**config.mk**
```make
export PLATFORM = sky130hd
export DESIGN_NAME = dac_sample_scheduler
export DESIGN_NICKNAME = d
export VERILOG_FILES = /design/src/rtl/dac_sample_scheduler.sv
export SDC_FILE = /design/constraint.sdc
export NUM_CORES = 1
export LEC_CHECK = 0
export BUFFER_PORTS_ARGS = -buffer_cell sky130_fd_sc_hd__buf_2
export CORE_MARGIN = 4
export CORE_UTILIZATION = 55
export CTS_CLUSTER_DIAMETER = 30
export CTS_CLUSTER_SIZE = 16
export DETAILED_ROUTE_END_ITERATION = 10
export HOLD_SLACK_MARGIN = 0.1
export PLACE_DENSITY = 0.8
export SLEW_MARGIN = 5
export SYNTH_ARGS = -nofsm -noshare
export SYNTH_HDL_FRONTEND = slang
export SYNTH_SLANG_ARGS = --single-unit
export TNS_END_PERCENT = 20
```
**constraint.sdc**
```tcl
create_clock -name clk -period 2.7 [get_ports clk]
set_input_delay 0.54 -clock clk [delete_from_list [all_inputs] [get_ports clk]]
set_output_delay 0.54 -clock clk [all_outputs]
set_load 0.005 [all_outputs]
```
**src/rtl/dac_sample_scheduler.sv**
```systemverilog
// Sample-rate controller for sigma_delta_dac: pulls one code per sample tick from the
// selected source and ramps to midscale before any source change or mute.
module dac_sample_scheduler #(
  parameter int CODE_WIDTH    = 10,
  parameter int SAMPLE_PERIOD = 2500,
  parameter int RAMP_STEP     = 16
) (
  input  logic                  clk,
  input  logic                  rst,
  input  logic [1:0]            src_sel,
  input  logic [CODE_WIDTH-1:0] cpu_code,
  input  logic                  cpu_valid,
  output logic                  cpu_ready,
  input  logic [CODE_WIDTH-1:0] synth_code,
  input  logic                  synth_valid,
  output logic                  synth_ready,
  output logic [CODE_WIDTH-1:0] dac_code,
  output logic                  sample_tick,
  output logic [1:0]            active_src,
  output logic [15:0]           underrun_count,
  input  logic                  underrun_clr
);

  localparam logic [1:0] ST_MUTED = 2'd0;
  localparam logic [1:0] ST_PLAY  = 2'd1;
  localparam logic [1:0] ST_DRAIN = 2'd2;

  localparam logic [CODE_WIDTH-1:0] MID      = {1'b1, {(CODE_WIDTH-1){1'b0}}};
  localparam logic [CODE_WIDTH:0]   MID_W    = {1'b0, MID};
  localparam logic [CODE_WIDTH:0]   STEP_W   = (CODE_WIDTH+1)'(RAMP_STEP);
  localparam logic [CODE_WIDTH:0]   UPPER_W  = MID_W + STEP_W;
  localparam logic [CODE_WIDTH:0]   LOWER_W  = MID_W - STEP_W;
  localparam logic [15:0]           CNT_LAST = 16'(SAMPLE_PERIOD - 1);

  logic [15:0]           cnt;
  logic [1:0]            state;
  logic                  sel_match;
  logic                  sel_valid;
  logic [CODE_WIDTH-1:0] sel_code;
  logic [CODE_WIDTH:0]   code_w;
  logic                  in_play_tick;
  logic                  underrun_inc;

  assign sample_tick = (cnt == CNT_LAST);

  // Source mux for whichever requester currently owns the output.
  always_comb begin
    sel_valid = 1'b0;
    sel_code  = MID;
    if (active_src == 2'd1) begin
      sel_valid = cpu_valid;
      sel_code  = cpu_code;
    end else if (active_src == 2'd2) begin
      sel_valid = synth_valid;
      sel_code  = synth_code;
    end
  end

  assign sel_match    = (src_sel == active_src);
  assign in_play_tick = sample_tick && (state == ST_PLAY);
  assign code_w       = {1'b0, dac_code};
  assign cpu_ready    = in_play_tick && (active_src == 2'd1) && (src_sel == 2'd1) && cpu_valid;
  assign synth_ready  = in_play_tick && (active_src == 2'd2) && (src_sel == 2'd2) && synth_valid;
  assign underrun_inc = in_play_tick && sel_match && !sel_valid;

  // Period counter and MUTED/PLAY/DRAIN sequencing; everything moves only on ticks.
  always_ff @(posedge clk) begin
    if (rst) begin
      cnt        <= '0;
      state      <= ST_MUTED;
      dac_code   <= MID;
      active_src <= 2'd0;
    end else begin
      cnt <= sample_tick ? 16'd0 : cnt + 16'd1;
      if (sample_tick) begin
        case (state)
          ST_MUTED: begin
            if (src_sel == 2'd1 || src_sel == 2'd2) begin
              active_src <= src_sel;
              state      <= ST_PLAY;
            end
          end
          ST_PLAY: begin
            if (!sel_match) begin
              state <= ST_DRAIN;
            end else if (sel_valid) begin
              dac_code <= sel_code;
            end
          end
          ST_DRAIN: begin
            // Ramp toward midscale; the last partial step snaps to MID.
            if (code_w > UPPER_W) begin
              dac_code <= CODE_WIDTH'(code_w - STEP_W);
            end else if (code_w < LOWER_W) begin
              dac_code <= CODE_WIDTH'(code_w + STEP_W);
            end else begin
              dac_code   <= MID;
              active_src <= 2'd0;
              state      <= ST_MUTED;
            end
          end
          default: begin
            dac_code   <= MID;
            active_src <= 2'd0;
            state      <= ST_MUTED;
          end
        endcase
      end
    end
  end

  // Clear takes priority over a coincident underrun increment.
  always_ff @(posedge clk) begin
    if (rst || underrun_clr) begin
      underrun_count <= '0;
    end else if (underrun_inc && underrun_count != 16'hFFFF) begin
      underrun_count <= underrun_count + 16'd1;
    end
  end

endmodule

```
==> out/metrics.cfg <==
[outcome]
status = finished, final reports clean

[setup_path]
cp.arrival_ns = 1.98
cp_cell_sequence = ha_2 -> nor4b_2 -> nand4_2 -> inv_2 -> nand2_1 -> nor2_1 -> buf_2
max_stage_delay_ns = 0.40
cp_max_fo = 6
path_delay_family = simple AND/OR/NAND/NOR gates
crit_required_ns = 2.16
crit_buf_inv = 2
crit_slowest_cell = dfxtp_1
startpoint_type = register
endpoint_kind = output pin
path_class = register to output pin

[die]
core_area_um2 = 4820
rows = 25
die_h_um = 79.0
start_util = 0.575
io_pins = 58
die_x_um = 79.0
dieArea_um2 = 6240

[placed_design]
place.gp.congestion = 0.875
dpl.cell_count = 442
place_area_um2 = 3060
port_buffers = 57
dp_hpwl_um = 4870

[routing]
drt_pre_antenna_iters = 4
drtIter0Drc = 138
routed_wl_um = 6660
avgViaCountPerCell = 6.00
antenna_left = 0
vias = 2698
drc = 0
wl_per_cell_um = 14.8

[worst_hold_path]
holdCritPathClass = register to register

[pwr]
p_leak_uw = 0.00123
power_density_nw_per_um2 = 397
vdd_drop_max_mv = 0.350

[clocking]
clock-root-buffer = clkbuf_8
clkTransAtPathRegs_ns = 0.09
numCtsBuffers = 5
cts_hold_buffers = 0
cts_sinks = 46
cts_tree = built
h-tree-depth = 2
clock_latency_ns = 0.30
clockBufferDepth = 2

[finish]
diodes = 0
final_nets = 419
multi_input_comb_area_um2 = 1710
layout-drive-gt1-share = 0.222
seq_area_um2 = 921
finalNonFillerCells = 450
final_area_um2 = 3180
area_delta_synth_final_pct = 14.7
fillers = 437

[yosys]
synth-simple-area-share = 0.276
ys_seq_elements = 46
synth-compound-area-share = 0.230
synth_mux_area_frac = 0.0113
ys.flop_type = dfxtp_1
avgSynthCellArea_um2 = 8.27
synth_xor_area_frac = 0.0537
synth_top_family_by_area = simple AND/OR/NAND/NOR gates
yosysWarnings = 0
syn_nets = 372
synthAdderAreaFrac = 0.0451
syn_area_um2 = 2770
async_flop_share = 0
synth_edf_count = 0
synth_cell_types = 55
ys_seq_area_frac = 0.332
syn_inst = 335

[timing]
grt_setup_unrepaired = false
setup_tns_ns = 0
drv_slew = 0
finalSetupViolations = 0
hold_viol = 0
period_share = 0.932
fin_crit_ns = 2.52
worstMarginPinSlew_ns = 0.731
relSlewSlack = 0.513
finClkSkew_ns = 0.00611
clock.fmax_mhz = 397

[global_routing]
overflow = 0
grt_pass1_vias = 2521
grt_pass1_wl_um = 11200
grt_start_max_net_pins = 30
grt_antenna_before_repair = 0
track_usage = 0.216

[flow_run]
max-cap-violations = 0

## sequential cells by signal, summed over array words and instances, names as in the netlist
name            cells
state               2
active_src          2
underrun_count     16
dac_code           10
cnt                16
## placed cells by master (no fill, tap or decap), drive strengths merged, types with 5 or more instances in the layout
cell	count
nor2	28
buf	60
nand2	28
or4	12
o211ai	14
a21oi	27
inv	11
o21ai	16
nand3	21
xnor2	7
nand4	6
o41ai	6
o31ai	7
ha	10
a22oi	8
or3	5
and3	7
xor2	10
dfxtp	46
clkbuf	5
## power breakdown
part / internal (uW) / switching (uW)
logic: 24.9 / 32.0
registers: 682 / 4.86
clock network: 276 / 244
total: 982 / 281
## synth_stat cells (4+ instances only)
cell | count | area share
dfxtp_1 | 46 | 0.33
nand2_1 | 28 | 0.038
nor2_1 | 27 | 0.037
a21oi_1 | 25 | 0.045
nand3_1 | 21 | 0.038
o21ai_0 | 15 | 0.027
clkbuf_1 | 13 | 0.018
o211ai_1 | 13 | 0.035
or4_1 | 11 | 0.030
ha_1 | 10 | 0.045
inv_1 | 10 | 0.014
xor2_1 | 10 | 0.032
a22oi_1 | 8 | 0.022
and3_1 | 7 | 0.016
o31ai_1 | 7 | 0.019
xnor2_1 | 7 | 0.022
o41ai_1 | 6 | 0.019
nand4_1 | 5 | 0.011
or3_1 | 5 | 0.011
nor2b_1 | 4 | 0.0090
## final timing paths
path | slack, ns | endpoint | startpoint | cells after the start
setup / recovery | 0.18 | cpu_ready | cnt[0]$_SDFF_PP0_ | 7
hold / removal | 0.50 | cnt[0]$_SDFF_PP0_ | cnt[0]$_SDFF_PP0_ | 1
setup reg to reg | 0.31 | underrun_count[4]$_SDFFE_PP0P_ | cnt[0]$_SDFF_PP0_ | 8
hold reg to reg | 0.50 | cnt[0]$_SDFF_PP0_ | cnt[0]$_SDFF_PP0_ | 1
## what timing repair did
item	CTS	global route
setup buffers	0	0
endpoints found under the setup margin	0	2
resized for setup	0	1
## logic make-up (layout without fill, tap and decap cells)
kind of cell               after synthesis  in the layout
adders and majority gates               10             10
xor gates and xnor gates                17             17
DFF                                     46             46
AOI/OAI and AO/OA                       93             93
muxes                                    3              3
buffers and inverters                   31             79
and+or+nand+nor                        135            135
## cell type report
type	instances	area share
repair buffers	60	0.0969
flip-flops and latches	46	0.290
clock buffers	5	0.0217
well taps	67	0.0264
multi-input cells	258	0.538
inverters	11	0.0130
clock inverters	3	0.0142
## metrics by stage
stage	hold slack [ns]	utilization	setup WS, ns	power, uW
after floorplan	0.438	-	0.665	729
after global placement	0.454	0.636	0.472	757
after detailed placement	0.484	0.636	0.297	759
after CTS	0.501	0.659	0.108	1260
after global routing	0.519	0.660	0.0319	1300
final	0.496	0.660	0.184	1260
## metal layers
layer | up-vias | global-route usage | routed length, um | part of all wire
met4 | 0 | 0.0567 | 38 | 0.0057
li1 | 1345 | - | - | -
met3 | 5 | 0.0329 | 239 | 0.036
met2 | 46 | 0.370 | 3290 | 0.49
met1 | 1302 | 0.282 | 3090 | 0.46
met5 | - | 0 | 0 | 0
Power figures use the tool's default switching activity.
